<file path="src/rtl/serial_pkg.sv">
// ---------------------------------------------------------------------------
// serial_pkg
// Definitions shared by the 9-bit serial transmitter and receiver.
//   DATA_BITS       : payload width of one frame
//   rx_state_t      : receiver FSM state encoding
//   bit_period()    : clk_divisor -> clocks per bit (0 means 256)
//   half_period()   : clocks per half bit (256 -> 128)
//   bit_reload()    : down-counter preload for one full bit period
//   half_reload()   : down-counter preload for one half bit period
// ---------------------------------------------------------------------------
package serial_pkg;

  localparam int DATA_BITS = 9;

  typedef enum logic [2:0] {
    ST_IDLE  = 3'd0,
    ST_START = 3'd1,
    ST_DATA  = 3'd2,
    ST_STOP  = 3'd3,
    ST_BREAK = 3'd4
  } rx_state_t;

  function automatic logic [8:0] bit_period(input logic [7:0] div);
    return (div == 8'd0) ? 9'd256 : {1'b0, div};
  endfunction

  function automatic logic [7:0] half_period(input logic [7:0] div);
    return (div == 8'd0) ? 8'd128 : {1'b0, div[7:1]};
  endfunction

  // The down-counter reaches zero on the cycle the event is due, so it is
  // preloaded with period-1. For div=0 this is 255, which still fits 8 bits.
  function automatic logic [7:0] bit_reload(input logic [7:0] div);
    logic [8:0] w_p;
    w_p = bit_period(div) - 9'd1;
    return w_p[7:0];
  endfunction

  function automatic logic [7:0] half_reload(input logic [7:0] div);
    return half_period(div) - 8'd1;
  endfunction

endpackage

</file>
<file path="src/rtl/serial_rx_if.sv">
// ---------------------------------------------------------------------------
// serial_rx_if
// Bundles the serial receiver line, divisor and readout signals.
//   rx          : asynchronous serial line, idle high
//   clk_divisor : clocks per bit, 0 means 256
//   rx_data     : last correctly framed word, bit 0 = first bit received
//   rx_valid    : one-cycle strobe, rx_data updated
//   frame_err   : one-cycle strobe, stop bit sampled low
//   idle        : receiver sits in IDLE
// master = line/readout side driving rx and divisor, slave = receiver.
// ---------------------------------------------------------------------------
interface serial_rx_if;
  import serial_pkg::*;

  logic                 rx;
  logic [7:0]           clk_divisor;
  logic [DATA_BITS-1:0] rx_data;
  logic                 rx_valid;
  logic                 frame_err;
  logic                 idle;

  modport master (
    output rx,
    output clk_divisor,
    input  rx_data,
    input  rx_valid,
    input  frame_err,
    input  idle
  );

  modport slave (
    input  rx,
    input  clk_divisor,
    output rx_data,
    output rx_valid,
    output frame_err,
    output idle
  );
endinterface

</file>
<file path="src/rtl/serial_rx_sync.sv">
// ---------------------------------------------------------------------------
// serial_rx_sync
// Multi-flop synchronizer for the asynchronous rx line. The chain presets to
// 1 so the line reads idle (high) right after reset.
//   clk  : full-speed clock
//   rst  : synchronous reset, active high
//   i_d  : asynchronous input
//   o_q  : synchronized output, SYNC_STAGES cycles behind i_d
// SYNC_STAGES must be at least 2.
// ---------------------------------------------------------------------------
module serial_rx_sync #(
  parameter int SYNC_STAGES = 2
) (
  input  logic clk,
  input  logic rst,
  input  logic i_d,
  output logic o_q
);

  logic [SYNC_STAGES-1:0] r_chain;

  always_ff @(posedge clk) begin
    if (rst) begin
      r_chain <= '1;
    end else begin
      r_chain <= {r_chain[SYNC_STAGES-2:0], i_d};
    end
  end

  assign o_q = r_chain[SYNC_STAGES-1];

endmodule

</file>
<file path="src/rtl/serial_rx.sv">
// ---------------------------------------------------------------------------
// serial_rx
// 9-bit UART-style receiver: 1 start bit (0), 9 data bits LSB first,
// 1 stop bit (1), line idle high. Bit timing follows the transmitter's
// clk_divisor convention (clocks per bit, 0 means 256).
//   clk            : full-speed clock
//   rst            : synchronous reset, active high
//   bus.rx          (in)  : asynchronous serial line
//   bus.clk_divisor (in)  : clocks per bit, latched at the start edge
//   bus.rx_data     (out) : last good word, held until the next good frame
//   bus.rx_valid    (out) : one-cycle strobe for a good frame
//   bus.frame_err   (out) : one-cycle strobe for a low stop bit
//   bus.idle        (out) : state == IDLE
// After reset the receiver sits in BREAK, so a line still held low is not
// mistaken for a start bit; it moves to IDLE once the line reads high.
// ---------------------------------------------------------------------------
module serial_rx
  import serial_pkg::*;
#(
  parameter int SYNC_STAGES = 2
) (
  input  logic        clk,
  input  logic        rst,
  serial_rx_if.slave  bus
);

  rx_state_t            r_state;
  logic [7:0]           r_baud;
  logic [7:0]           r_div;
  logic [3:0]           r_bitcnt;
  logic [DATA_BITS-1:0] r_shift;
  logic [DATA_BITS-1:0] r_data;
  logic                 r_valid;
  logic                 r_ferr;

  logic                 w_rxs;
  logic                 w_tick;

  serial_rx_sync #(
    .SYNC_STAGES (SYNC_STAGES)
  ) u_sync (
    .clk (clk),
    .rst (rst),
    .i_d (bus.rx),
    .o_q (w_rxs)
  );

  // The baud counter hits zero exactly on the cycle a sample is due.
  assign w_tick = (r_baud == 8'd0);

  always_ff @(posedge clk) begin
    if (rst) begin
      r_state <= ST_BREAK;
      r_data  <= '0;
      r_valid <= 1'b0;
      r_ferr  <= 1'b0;
    end else begin
      r_valid <= 1'b0;
      r_ferr  <= 1'b0;
      if (!w_tick) begin
        r_baud <= r_baud - 8'd1;
      end

      case (r_state)
        ST_IDLE: begin
          if (!w_rxs) begin
            // Latch the divisor so mid-frame changes cannot disturb timing;
            // first check lands half a bit later, in the middle of the start bit.
            r_div    <= bus.clk_divisor;
            r_baud   <= half_reload(bus.clk_divisor);
            r_bitcnt <= 4'd0;
            r_state  <= ST_START;
          end
        end

        ST_START: begin
          if (w_tick) begin
            if (w_rxs) begin
              r_state <= ST_IDLE;
            end else begin
              r_baud  <= bit_reload(r_div);
              r_state <= ST_DATA;
            end
          end
        end

        ST_DATA: begin
          if (w_tick) begin
            // LSB arrives first, so shift in from the top.
            r_shift <= {w_rxs, r_shift[DATA_BITS-1:1]};
            r_baud  <= bit_reload(r_div);
            if (r_bitcnt == 4'(DATA_BITS - 1)) begin
              r_state <= ST_STOP;
            end else begin
              r_bitcnt <= r_bitcnt + 4'd1;
            end
          end
        end

        ST_STOP: begin
          if (w_tick) begin
            // Returning to IDLE mid stop bit lets a back-to-back start
            // edge be caught as soon as it appears.
            if (w_rxs) begin
              r_data  <= r_shift;
              r_valid <= 1'b1;
              r_state <= ST_IDLE;
            end else begin
              r_ferr  <= 1'b1;
              r_state <= ST_BREAK;
            end
          end
        end

        ST_BREAK: begin
          if (w_rxs) begin
            r_state <= ST_IDLE;
          end
        end

        default: begin
          r_state <= ST_BREAK;
        end
      endcase
    end
  end

  assign bus.rx_data   = r_data;
  assign bus.rx_valid  = r_valid;
  assign bus.frame_err = r_ferr;
  assign bus.idle      = (r_state == ST_IDLE);

endmodule

</file>
<file path="src/flat_wrapper.sv">
// flat-port wrapper written by rule: the top's interface ports become plain ports
module serial_rx_flat import serial_pkg::*;
#(
  parameter int SYNC_STAGES = 2
)
  (clk, rst, bus_rx, bus_clk_divisor, bus_rx_data, bus_rx_valid, bus_frame_err, bus_idle);
  serial_rx_if bus_i ();
  input  logic clk;
  input  logic rst;
  input wire logic [$bits(bus_i.rx)-1:0] bus_rx;
  input wire logic [$bits(bus_i.clk_divisor)-1:0] bus_clk_divisor;
  output wire logic [$bits(bus_i.rx_data)-1:0] bus_rx_data;
  output wire logic [$bits(bus_i.rx_valid)-1:0] bus_rx_valid;
  output wire logic [$bits(bus_i.frame_err)-1:0] bus_frame_err;
  output wire logic [$bits(bus_i.idle)-1:0] bus_idle;
  assign bus_i.rx = bus_rx;
  assign bus_i.clk_divisor = bus_clk_divisor;
  assign bus_rx_data = bus_i.rx_data;
  assign bus_rx_valid = bus_i.rx_valid;
  assign bus_frame_err = bus_i.frame_err;
  assign bus_idle = bus_i.idle;
  serial_rx #(.SYNC_STAGES(SYNC_STAGES)) u_core (.clk(clk), .rst(rst), .bus(bus_i));
endmodule
</file>
<file path="config.mk">
export PLATFORM = sky130hd
export DESIGN_NAME = serial_rx_flat
export DESIGN_NICKNAME = d
export VERILOG_FILES = /design/src/rtl/serial_pkg.sv /design/src/rtl/serial_rx_if.sv /design/src/rtl/serial_rx_sync.sv /design/src/rtl/serial_rx.sv /design/src/flat_wrapper.sv
export SDC_FILE = /design/constraint.sdc
export NUM_CORES = 1
export LEC_CHECK = 0
export CORE_ASPECT_RATIO = 2
export CORE_MARGIN = 1.5
export CORE_UTILIZATION = 40
export CTS_CLUSTER_SIZE = 40
export DETAILED_ROUTE_END_ITERATION = 8
export GPL_TIMING_DRIVEN = 0
export HOLD_SLACK_MARGIN = 0.12
export PLACE_DENSITY_LB_ADDON = 0.1
export SYNTH_ARGS = -nofsm -noshare
export SYNTH_HDL_FRONTEND = slang
export SYNTH_SLANG_ARGS = --single-unit
export TNS_END_PERCENT = 50
</file>
<file path="constraint.sdc">
create_clock -name clk -period 3.1 [get_ports clk]
set_input_delay 0.62 -clock clk [delete_from_list [all_inputs] [get_ports clk]]
set_output_delay 0.62 -clock clk [all_outputs]
set_load 0.05 [all_outputs]
</file>
==> results.md <==
* CTS tree: built
* Final Hold Fails at 0
* Area growth, synth to finish at 18.1%
* Count of clock tree sinks at 45
* Unique masters post-synth at 39
* Cell Area, Synth at 2260 um^2
* I/O Buffers at 22
* Arrival time at the worst endpoint at 2710 ps
* Worst setup EP type: register
* Fillcell total at 539
* Worst-Margin Slew at 1210 ps
* Worst hold path type: reg2reg
* Status: completed
* Relative slew slack at 18.6%
* Reg2reg path depth at 5
* Final net count at 256
* Vias post-DR at 1,630
* 1st-pass router iterations at 4
* Setup Crit Path Kind: reg2reg
* FP Rows at 38
* Crit path launch type: register
* Setup slack at placement at 238 ps
* Top-area cell type share of the netlist area at 38.5%
* Reg2Reg Launch Point: u_core.r_baud[1]
* Die area at 6150 um^2
* Critical path peak fanout at 10
* Die X-Extent at 56.2 um
* Async set-reset flop share out of synthesis at 0%
* Top-count cell post-synth: edfxtp_1
* Die height at 109 um
* Maximum VDD drop at 0.550 mV
* Antenna cells at 0
* Sequential area share after synthesis at 52.6%
* Cell count after synthesis at 210
* Clk_skew at 7.15 ps
* Final setup viols at 0
* Fmax at 359 MHz
* Routed wire length at 4910 um
* Largest net degree at the start of global routing at 16
* IO Pins at 23
* Leakage at 1.02 nW
* Max-slew violation count at 0
* FF+latch area at 1190 um^2
* Top post-synthesis cells by area: edfxtp_1 38%, dfxtp_1 14%, mux2i_1 5.3%
* Syn_nets at 227
* Vias/cell at 5.43
* Root buf cell: clkbuf_8
* H-tree depth at 2
* Post-CTS setup buffer count at 0
* Crit path to: u_core.r_shift[0]
* Reg2Reg Setup Slack at 320 ps
* Post-Syn Area per Cell at 10.8 um^2
* Multi-input logic area at 982 um^2
* Initial Util at 41.8%
* CTS clk-pin slew, worst paths at 90 ps
* DR DRC count at 0
* Final cycle utilization of the critical path at 89.8%
* Remaining Overflow, GRT at 0
* Top FF cell, synth: edfxtp_1
* Tmin final at 2780 ps
* Initial antenna violation count at 0
* Post-DRT Antenna Nets at 0
* CP Data Required Time at 3020 ps
* Post-synth top area cell: edfxtp_1
* Number of buffers created by CTS at 5
* Max Cap Viol at 0
* Hold Buf Count CTS at 0
* Layout cells sized above 1 at 6.67%
* Iter 0 DRT Violations at 52
* Reg2reg end: u_core.r_shift[0]
* Power per cell area at 470 nW/um^2
* Post-CTS resize count at 0
* First-pass GRT wire length at 8000 um
* Sum Neg Setup Slack at 0 ps
* Most frequent cells after synthesis: 29 x edfxtp_1, 24 x nor2_1, 16 x dfxtp_1
* RSZ-0062 raised after global routing: no
* Wire per inst at 16.4 um
* Vias in the first global route at 1,645
* Dpl hpwl at 3830 um
* Synth Warn # at 0
* Worst Setup SP: u_core.r_baud[1]
* Core Region at 5420 um^2
* Routability cong. at 0.808
* Seq cells post-synth at 45
* GRT Total Usage at 17.6%
* Clock tree buffer depth at 2
* Number of synthesized flops with an enable pin at 29
* Final setup margin at 318 ps
* Skew-Pair Late Insertion Delay at 310 ps
-- sequential cells by signal (all words and copies together) (netlist names) --
name	cells
u_core.bus.frame_err	1
u_core.bus.rx_data	9
u_core.u_sync.r_chain	2
u_core.r_bitcnt	4
u_core.r_state	3
u_core.bus.rx_valid	1
u_core.r_shift	9
u_core.r_baud	8
u_core.r_div	8
-- metrics by stage --
step                total power [mW]  area [um^2]  hold slack [ps]  utilization (%)  cells
floorplan                      0.776         2260              389                -    210
global placement               0.826         2560              412             47.2    292
detailed placement             0.827         2560              398             47.2    292
CTS                             1.28         2670              431             49.3    300
global route                    1.32         2670              458             49.3    300
finish                          1.26         2670              434             49.3    300
-- where the power goes --
group          internal (mW)  total, mW  switching [mW]
clock                  0.241      0.445           0.204
sequential             0.657      0.682          0.0246
combinational         0.0602      0.130          0.0698
total                  0.958       1.26           0.299
-- worst min-delay path by stage --
stage | startpoint | to | slack (ps) | cells after the start
3_3_place_gp | u_core.u_sync.r_chain[0] | u_core.u_sync.r_chain[1] | 410 | 1
3_5_place_dp | u_core.u_sync.r_chain[0] | u_core.u_sync.r_chain[1] | 400 | 1
4_1_cts | u_core.u_sync.r_chain[0] | u_core.u_sync.r_chain[1] | 430 | 1
6_report | u_core.u_sync.r_chain[0] | u_core.u_sync.r_chain[1] | 430 | 1
2_1_floorplan | u_core.u_sync.r_chain[0] | u_core.u_sync.r_chain[1] | 390 | 1
5_1_grt | u_core.u_sync.r_chain[1] | u_core.r_shift[8] | 460 | 0
-- area by class of cell --
| cell class | count | area share (%) |
|---|---|---|
| plain buffers | 10 | 1.54 |
| clock buffers | 5 | 2.57 |
| clock inverters | 3 | 1.73 |
| inverters | 13 | 1.82 |
| multi-input cells | 142 | 36.7 |
| flip-flops and latches | 45 | 44.5 |
| well taps | 60 | 2.81 |
| repair buffers | 22 | 8.24 |
-- metal layers --
layer / share of wire, % / global-route usage, % / vias to the layer above
li1: - / - / 828
met1: 35 / 16.8 / 770
met2: 61 / 34.9 / 25
met3: 2.6 / 3.53 / 7
met4: 2.1 / 7.82 / 0
met5: 0 / 0 / -
-- placed cells by master (no fill, tap or decap), types with 6 or more instances in the layout --
cell / count
ha_1: 6
dfxtp_1: 16
a21oi_1: 9
xnor2_1: 10
edfxtp_1: 29
nand2_1: 12
inv_1: 13
nor3_1: 8
nor2_1: 24
xor2_1: 7
clkdlybuf4s50_1: 22
mux2i_1: 12
clkbuf_1: 8
-- critical path: stages (launching register included) --
cell and delay (ps):
edfxtp_1 500, inv_1 150, ha_1 240, nand4b_1 180, clkbuf_1 300, nor3_1 1030
-- logic make-up (layout without fill, tap and decap cells) --
family          Yosys count  count (layout)  synth area share, %
compound gates           33              33                 10.1
xor+xnor                 17              17                 6.58
fa+ha+maj                 6               6                 3.32
buf+inv                  23              53                 3.98
flops                    45              45                 52.6
mux                      12              12                 5.31
simple gates             74              74                 18.1
(Power assumes the default switching activity.)
